--- src/rtl/dmem_responder.sv ---
// Single-port word memory behind a req/ack handshake with a fixed number of wait states.
// Errors (misaligned or out-of-range addresses) are reported in the ack cycle and never touch storage.
module dmem_responder #(
    parameter int DEPTH_LOG2  = 6,
    parameter int WAIT_CYCLES = 2
) (
    input  logic        clk,
    input  logic        rst_n,
    input  logic        req,
    input  logic        we,
    input  logic [31:0] addr,
    input  logic [31:0] wdata,
    output logic        ack,
    output logic [31:0] rdata,
    output logic        err,
    output logic        busy
);

    localparam int DEPTH = 1 << DEPTH_LOG2;

    localparam logic [1:0] IDLE = 2'd0;
    localparam logic [1:0] WAIT = 2'd1;
    localparam logic [1:0] RESP = 2'd2;

    logic [1:0]            state;
    logic [3:0]            wait_cnt;
    logic                  we_q;
    logic [31:0]           addr_q;
    logic [31:0]           wdata_q;
    logic [31:0]           mem [DEPTH];

    logic                  src_we;
    logic [31:0]           src_addr;
    logic                  src_err;
    logic [DEPTH_LOG2-1:0] src_idx;
    logic                  enter_resp;

    // In IDLE the live inputs are the ones about to be captured (matters when there are no wait states).
    assign src_we   = (state == IDLE) ? we   : we_q;
    assign src_addr = (state == IDLE) ? addr : addr_q;
    assign src_err  = (src_addr[1:0] != 2'b00) || ((src_addr >> (DEPTH_LOG2 + 2)) != 32'd0);
    assign src_idx  = src_addr[DEPTH_LOG2+1:2];
    assign busy     = (state != IDLE);

    always_comb begin
        enter_resp = 1'b0;
        if (state == IDLE) begin
            enter_resp = req && (WAIT_CYCLES == 0);
        end else if (state == WAIT) begin
            enter_resp = (wait_cnt <= 4'd1);
        end
    end

    always_ff @(posedge clk or negedge rst_n) begin
        if (!rst_n) begin
            state    <= IDLE;
            wait_cnt <= 4'd0;
            we_q     <= 1'b0;
            addr_q   <= 32'd0;
            wdata_q  <= 32'd0;
            ack      <= 1'b0;
            rdata    <= 32'd0;
            err      <= 1'b0;
        end else begin
            ack   <= 1'b0;
            rdata <= 32'd0;
            err   <= 1'b0;
            case (state)
                IDLE: begin
                    if (req) begin
                        we_q     <= we;
                        addr_q   <= addr;
                        wdata_q  <= wdata;
                        wait_cnt <= 4'(WAIT_CYCLES);
                        state    <= enter_resp ? RESP : WAIT;
                    end
                end
                WAIT: begin
                    wait_cnt <= wait_cnt - 4'd1;
                    if (enter_resp) begin
                        state <= RESP;
                    end
                end
                RESP: begin
                    state <= IDLE;
                end
                default: begin
                    state <= IDLE;
                end
            endcase
            // Response outputs are registered so they appear exactly during RESP.
            if (enter_resp) begin
                ack   <= 1'b1;
                err   <= src_err;
                rdata <= (!src_we && !src_err) ? mem[src_idx] : 32'd0;
            end
        end
    end

    // Writes commit at the edge that ends RESP, so a reset during WAIT leaves storage untouched.
    always_ff @(posedge clk or negedge rst_n) begin
        if (!rst_n) begin
            for (int i = 0; i < DEPTH; i++) begin
                mem[i] <= 32'd0;
            end
        end else if (state == RESP && we_q && !src_err) begin
            mem[src_idx] <= wdata_q;
        end
    end

endmodule

--- config.mk ---
export PLATFORM = sky130hd
export DESIGN_NAME = dmem_responder
export DESIGN_NICKNAME = d
export VERILOG_FILES = /design/src/rtl/dmem_responder.sv
export SDC_FILE = /design/constraint.sdc
export NUM_CORES = 2
export LEC_CHECK = 0
export ABC_AREA = 1
export ABC_CLOCK_PERIOD_IN_PS = 3400
export BUFFER_PORTS_ARGS = -buffer_cell sky130_fd_sc_hd__buf_4
export CORE_ASPECT_RATIO = 0.9
export CORE_MARGIN = 10
export CORE_UTILIZATION = 40
export CTS_CLUSTER_DIAMETER = 100
export DETAILED_ROUTE_END_ITERATION = 8
export PLACE_DENSITY = 0.63
export SLEW_MARGIN = 20
export SYNTH_ARGS = -nofsm -noshare
export SYNTH_HDL_FRONTEND = slang
export SYNTH_SLANG_ARGS = --single-unit
--- constraint.sdc ---
create_clock -name clk -period 3.4 [get_ports clk]
set_clock_uncertainty 0.1 [all_clocks]
set_input_delay 0.51 -clock clk [delete_from_list [all_inputs] [get_ports clk]]
set_output_delay 0.51 -clock clk [all_outputs]
set_load 0.01 [all_outputs]
==> out/summary.txt <==
setup repair bufs after CTS -> 0
Clock transition at path regs -> 0.06 ns
Clock Tree Buf Depth -> 4
Req. time, crit path -> 4.13 ns
Horiz. Die Dim -> 558 µm
antenna violations before repair -> 16
critical path cell sequence -> inv_1 > nand2_4 > nand2_4 > nand2_8 > buf_16 > buf_12 > buf_12 > nand2_1 > nand3_1 > nand4_1 > nand2_1 > nand3_1 > nor2_1
Tightest Pin Transition -> 1.19 ns
first-pass GRT wire length -> 565,000 µm
Sw Ratio -> 46.5%
GR Util All Layers -> 25.6%
VDD IR max -> 0.00106 V
CP Capture Type -> register
DRC violations left -> 0
Slew Limit Fails -> 0
io pins -> 103
pin count of the biggest net entering global routing -> 163
worst min-delay path category -> in -> reg
Pre-antenna DRT Iters -> 6
sequential share of power -> 30.8%
final critical-path share of the clock period -> 97.3%
final setup fails -> 0
Antenna Violating Nets Remaining -> 0
fin crit period -> 3.31 ns
gpl congestion -> 0.913
run status -> finished clean
Iter 0 DRT Violations -> 10,568
Fillers -> 25,436
top sig layer -> met5
synthesized area per cell -> 7.16 µm²
Int Power -> 52.4 mW
Pleak -> 64.2 nW
row cnt -> 177
post-synthesis sequential area ratio -> 51.8%
number of port buffers -> 102
clock share of power -> 27.2%
Comb power frac -> 42.0%
routed len/inst -> 20.6 µm
synthesized area -> 0.104 mm²
layout net count -> 14,399
Max FO, Critical Path -> 38
vias per cell -> 5.24
vias in the first global route -> 88,601
slowest CP cell -> dfrtp_1
Clock Latency Late Sink -> 0.95 ns
post-DP HPWL -> 227,000 µm
Area after DPL -> 0.111 mm²
syn_nets -> 14,596
initial core utilization -> 40.2%
Hold Fails Final Rpt -> 0
Yosys reg bits -> 2,153
CTS buffer count -> 225
Yosys cell types -> 31
total congestion overflow -> 0
core box area -> 0.259 mm²
YS warnings -> 0
CTS tree -> done
Clock Root Buffer -> clkbuf_16
Die H -> 504 µm
layout cells sized above 1 -> 7.48%
WL met3 -> 38,800 µm
via count -> 93,922
maxcap violations -> 0
Final TNS setup -> 0 ns
crit path launch type -> register
wire length on met2 -> 157,000 µm
design area -> 0.120 mm²
die area -> 0.281 mm²
NetSw -> 45.5 mW
worst path arrival time -> 4.04 ns
Clock Sinks -> 2,153
Slew HR -> 20.7%
Layout area overhead -> 14.9%
Synth Instances -> 14,526
power per cell area -> 819 mW/mm²
crit-path max cell delay -> 0.42 ns
overall routed net length -> 370,000 µm
kind of critical path -> reg -> reg
H-tree Lvls -> 4
FMAX -> 302 MHz
M1 WL -> 160,000 µm
stage by stage:
| stage | power, mW | utilization (%) | setup slack [ns] | hold slack [ns] | std cells |
|---|---|---|---|---|---|
| 6_report | 97.9 | 46.2 | 0.0901 | 0.239 | 17915 |
| 5_1_grt | 102 | 46.2 | -0.0164 | 0.256 | 17913 |
| 4_1_cts | 97.0 | 46.2 | 0.0692 | 0.191 | 17909 |
| 3_5_place_dp | 70.4 | 42.9 | 0.0221 | 0.356 | 17434 |
| 3_3_place_gp | 70.4 | 42.9 | 0.0504 | 0.353 | 17434 |
| 2_1_floorplan | 49.1 | - | 1.05 | 0.114 | 14526 |
placed cells by master (no fill, tap or decap), types with 4 or more instances in the layout:
cell type / synthesis / layout
nor2_2: 8 / 9
o21ai_0: 601 / 601
clkbuf_16: 0 / 227
nand3b_1: 203 / 203
o21ai_1: 157 / 155
nor3_1: 11 / 8
buf_16: 0 / 4
nand2_1: 8481 / 8472
nand4_1: 87 / 87
nand2_2: 8 / 7
inv_2: 9 / 9
dfrtp_1: 2153 / 2121
buf_12: 0 / 163
nand2_4: 0 / 9
dlygate4sd3_1: 0 / 67
nor2_4: 2 / 12
clkbuf_1: 719 / 51
a21oi_1: 30 / 28
buf_4: 4 / 409
dfrtp_4: 0 / 31
diode_2: 0 / 4
clkinv_2: 0 / 37
nand3_1: 696 / 695
inv_1: 591 / 591
nor2_1: 349 / 338
nor3_4: 1 / 61
clkbuf_8: 0 / 51
bufinv_16: 0 / 31
power by group through the flow:
stage | Combinational [mW] | Clock, mW | Sequential, mW
after floorplan | 22.4 | 0 | 26.7
after global placement | 39.8 | 0 | 30.6
after detailed placement | 39.8 | 0 | 30.6
after CTS | 40.0 | 26.9 | 30.1
after global routing | 43.6 | 28.0 | 30.2
final | 41.1 | 26.6 | 30.2
worst max-delay path: cells and delay by family, from the launching register on:
kind / cells / cell delay (ns)
flops: 1 / 0.42
buf+inv: 4 / 0.86
simple gates: 9 / 1.66
kinds of logic (layout without fill, tap and decap cells):
kind of cell | after synthesis | count (layout) | share of synthesized area (%)
other | 0 | 4 | 0
adders and majority gates | 2 | 2 | 0.0240
and+or+nand+nor | 9909 | 9910 | 38.0
DFF | 2153 | 2153 | 51.8
muxes | 1 | 1 | 0.00962
xor gates and xnor gates | 1 | 1 | 0.00842
AOI/OAI and AO/OA | 791 | 791 | 3.81
buffers and inverters | 1669 | 1652 | 6.38
final timing paths:
path | startpoint | to | slack, ns | cells after the start
max in group asynchronous | rst_n | mem[98]$_DFFE_PN0P_ | 1.84 | 3
worst max-delay path | state[1]$_DFFE_PN0P_ | rdata[7]$_DFF_PN0_ | 0.09 | 13
min in group asynchronous | rst_n | mem[1341]$_DFFE_PN0P_ | 0.37 | 3
worst max register to register | state[1]$_DFFE_PN0P_ | rdata[7]$_DFF_PN0_ | 0.09 | 13
worst min register to register | mem[1193]$_DFFE_PN0P_ | mem[1193]$_DFFE_PN0P_ | 0.37 | 2
worst min-delay path | wdata[27] | wdata_q[27]$_DFFE_PN0P_ | 0.24 | 4
registers in the layout (all words and copies together), names as in the netlist:
signal	flops
addr_q	32
err	1
mem	2048
wait_cnt	4
we_q	1
state	2
rdata	32
wdata_q	32
ack	1
what timing repair did:
| item | in CTS | in global routing |
|---|---|---|
| setup endpoints to repair | 1 | 92 |
| hold buffers | 67 | 0 |
| resized for setup | 1 | 8 |
| endpoints found under the hold margin | 1091 | 0 |
| cloned | 0 | 1 |
| pin swaps | 0 | 2 |
synthesized netlist by cell type (all sizes together):
cell type	number	area share (%)
nor3	72	0.65
a31o	1	0.0084
nand4	88	0.54
xor2	1	0.0084
a21oi	30	0.14
o211ai	1	0.0072
clkbuf	719	2.6
o21ai	759	3.7
dfrtp	2153	52
nand3b	203	1.5
ha	2	0.024
inv	600	2.2
nand3	696	3.3
mux2i	1	0.0096
clkinv	1	0.0036
nor2	359	1.3
nand2	8489	31
nor4	2	0.012
buf	349	1.6
per-layer routing:
metal / vias up / global-route usage, %
li1: 43943 / -
met1: 44920 / 37.4
met2: 4365 / 37.7
met3: 676 / 5.69
met4: 18 / 8.44
met5: - / 0
layout make-up:
| type | count | area [µm²] | area share, % |
|---|---|---|---|
| multi-input cells | 10705 | 44100 | 36.9 |
| repair buffers | 643 | 7110 | 5.95 |
| flip-flops and latches | 2153 | 54000 | 45.1 |
| well taps | 3401 | 4260 | 3.56 |
| inverters | 601 | 2260 | 1.89 |
| diodes | 4 | 10.0 | 0.00837 |
| clock buffers | 329 | 6570 | 5.50 |
| clock inverters | 79 | 1270 | 1.06 |
No activity file was read; power rests on OpenSTA's default activity.
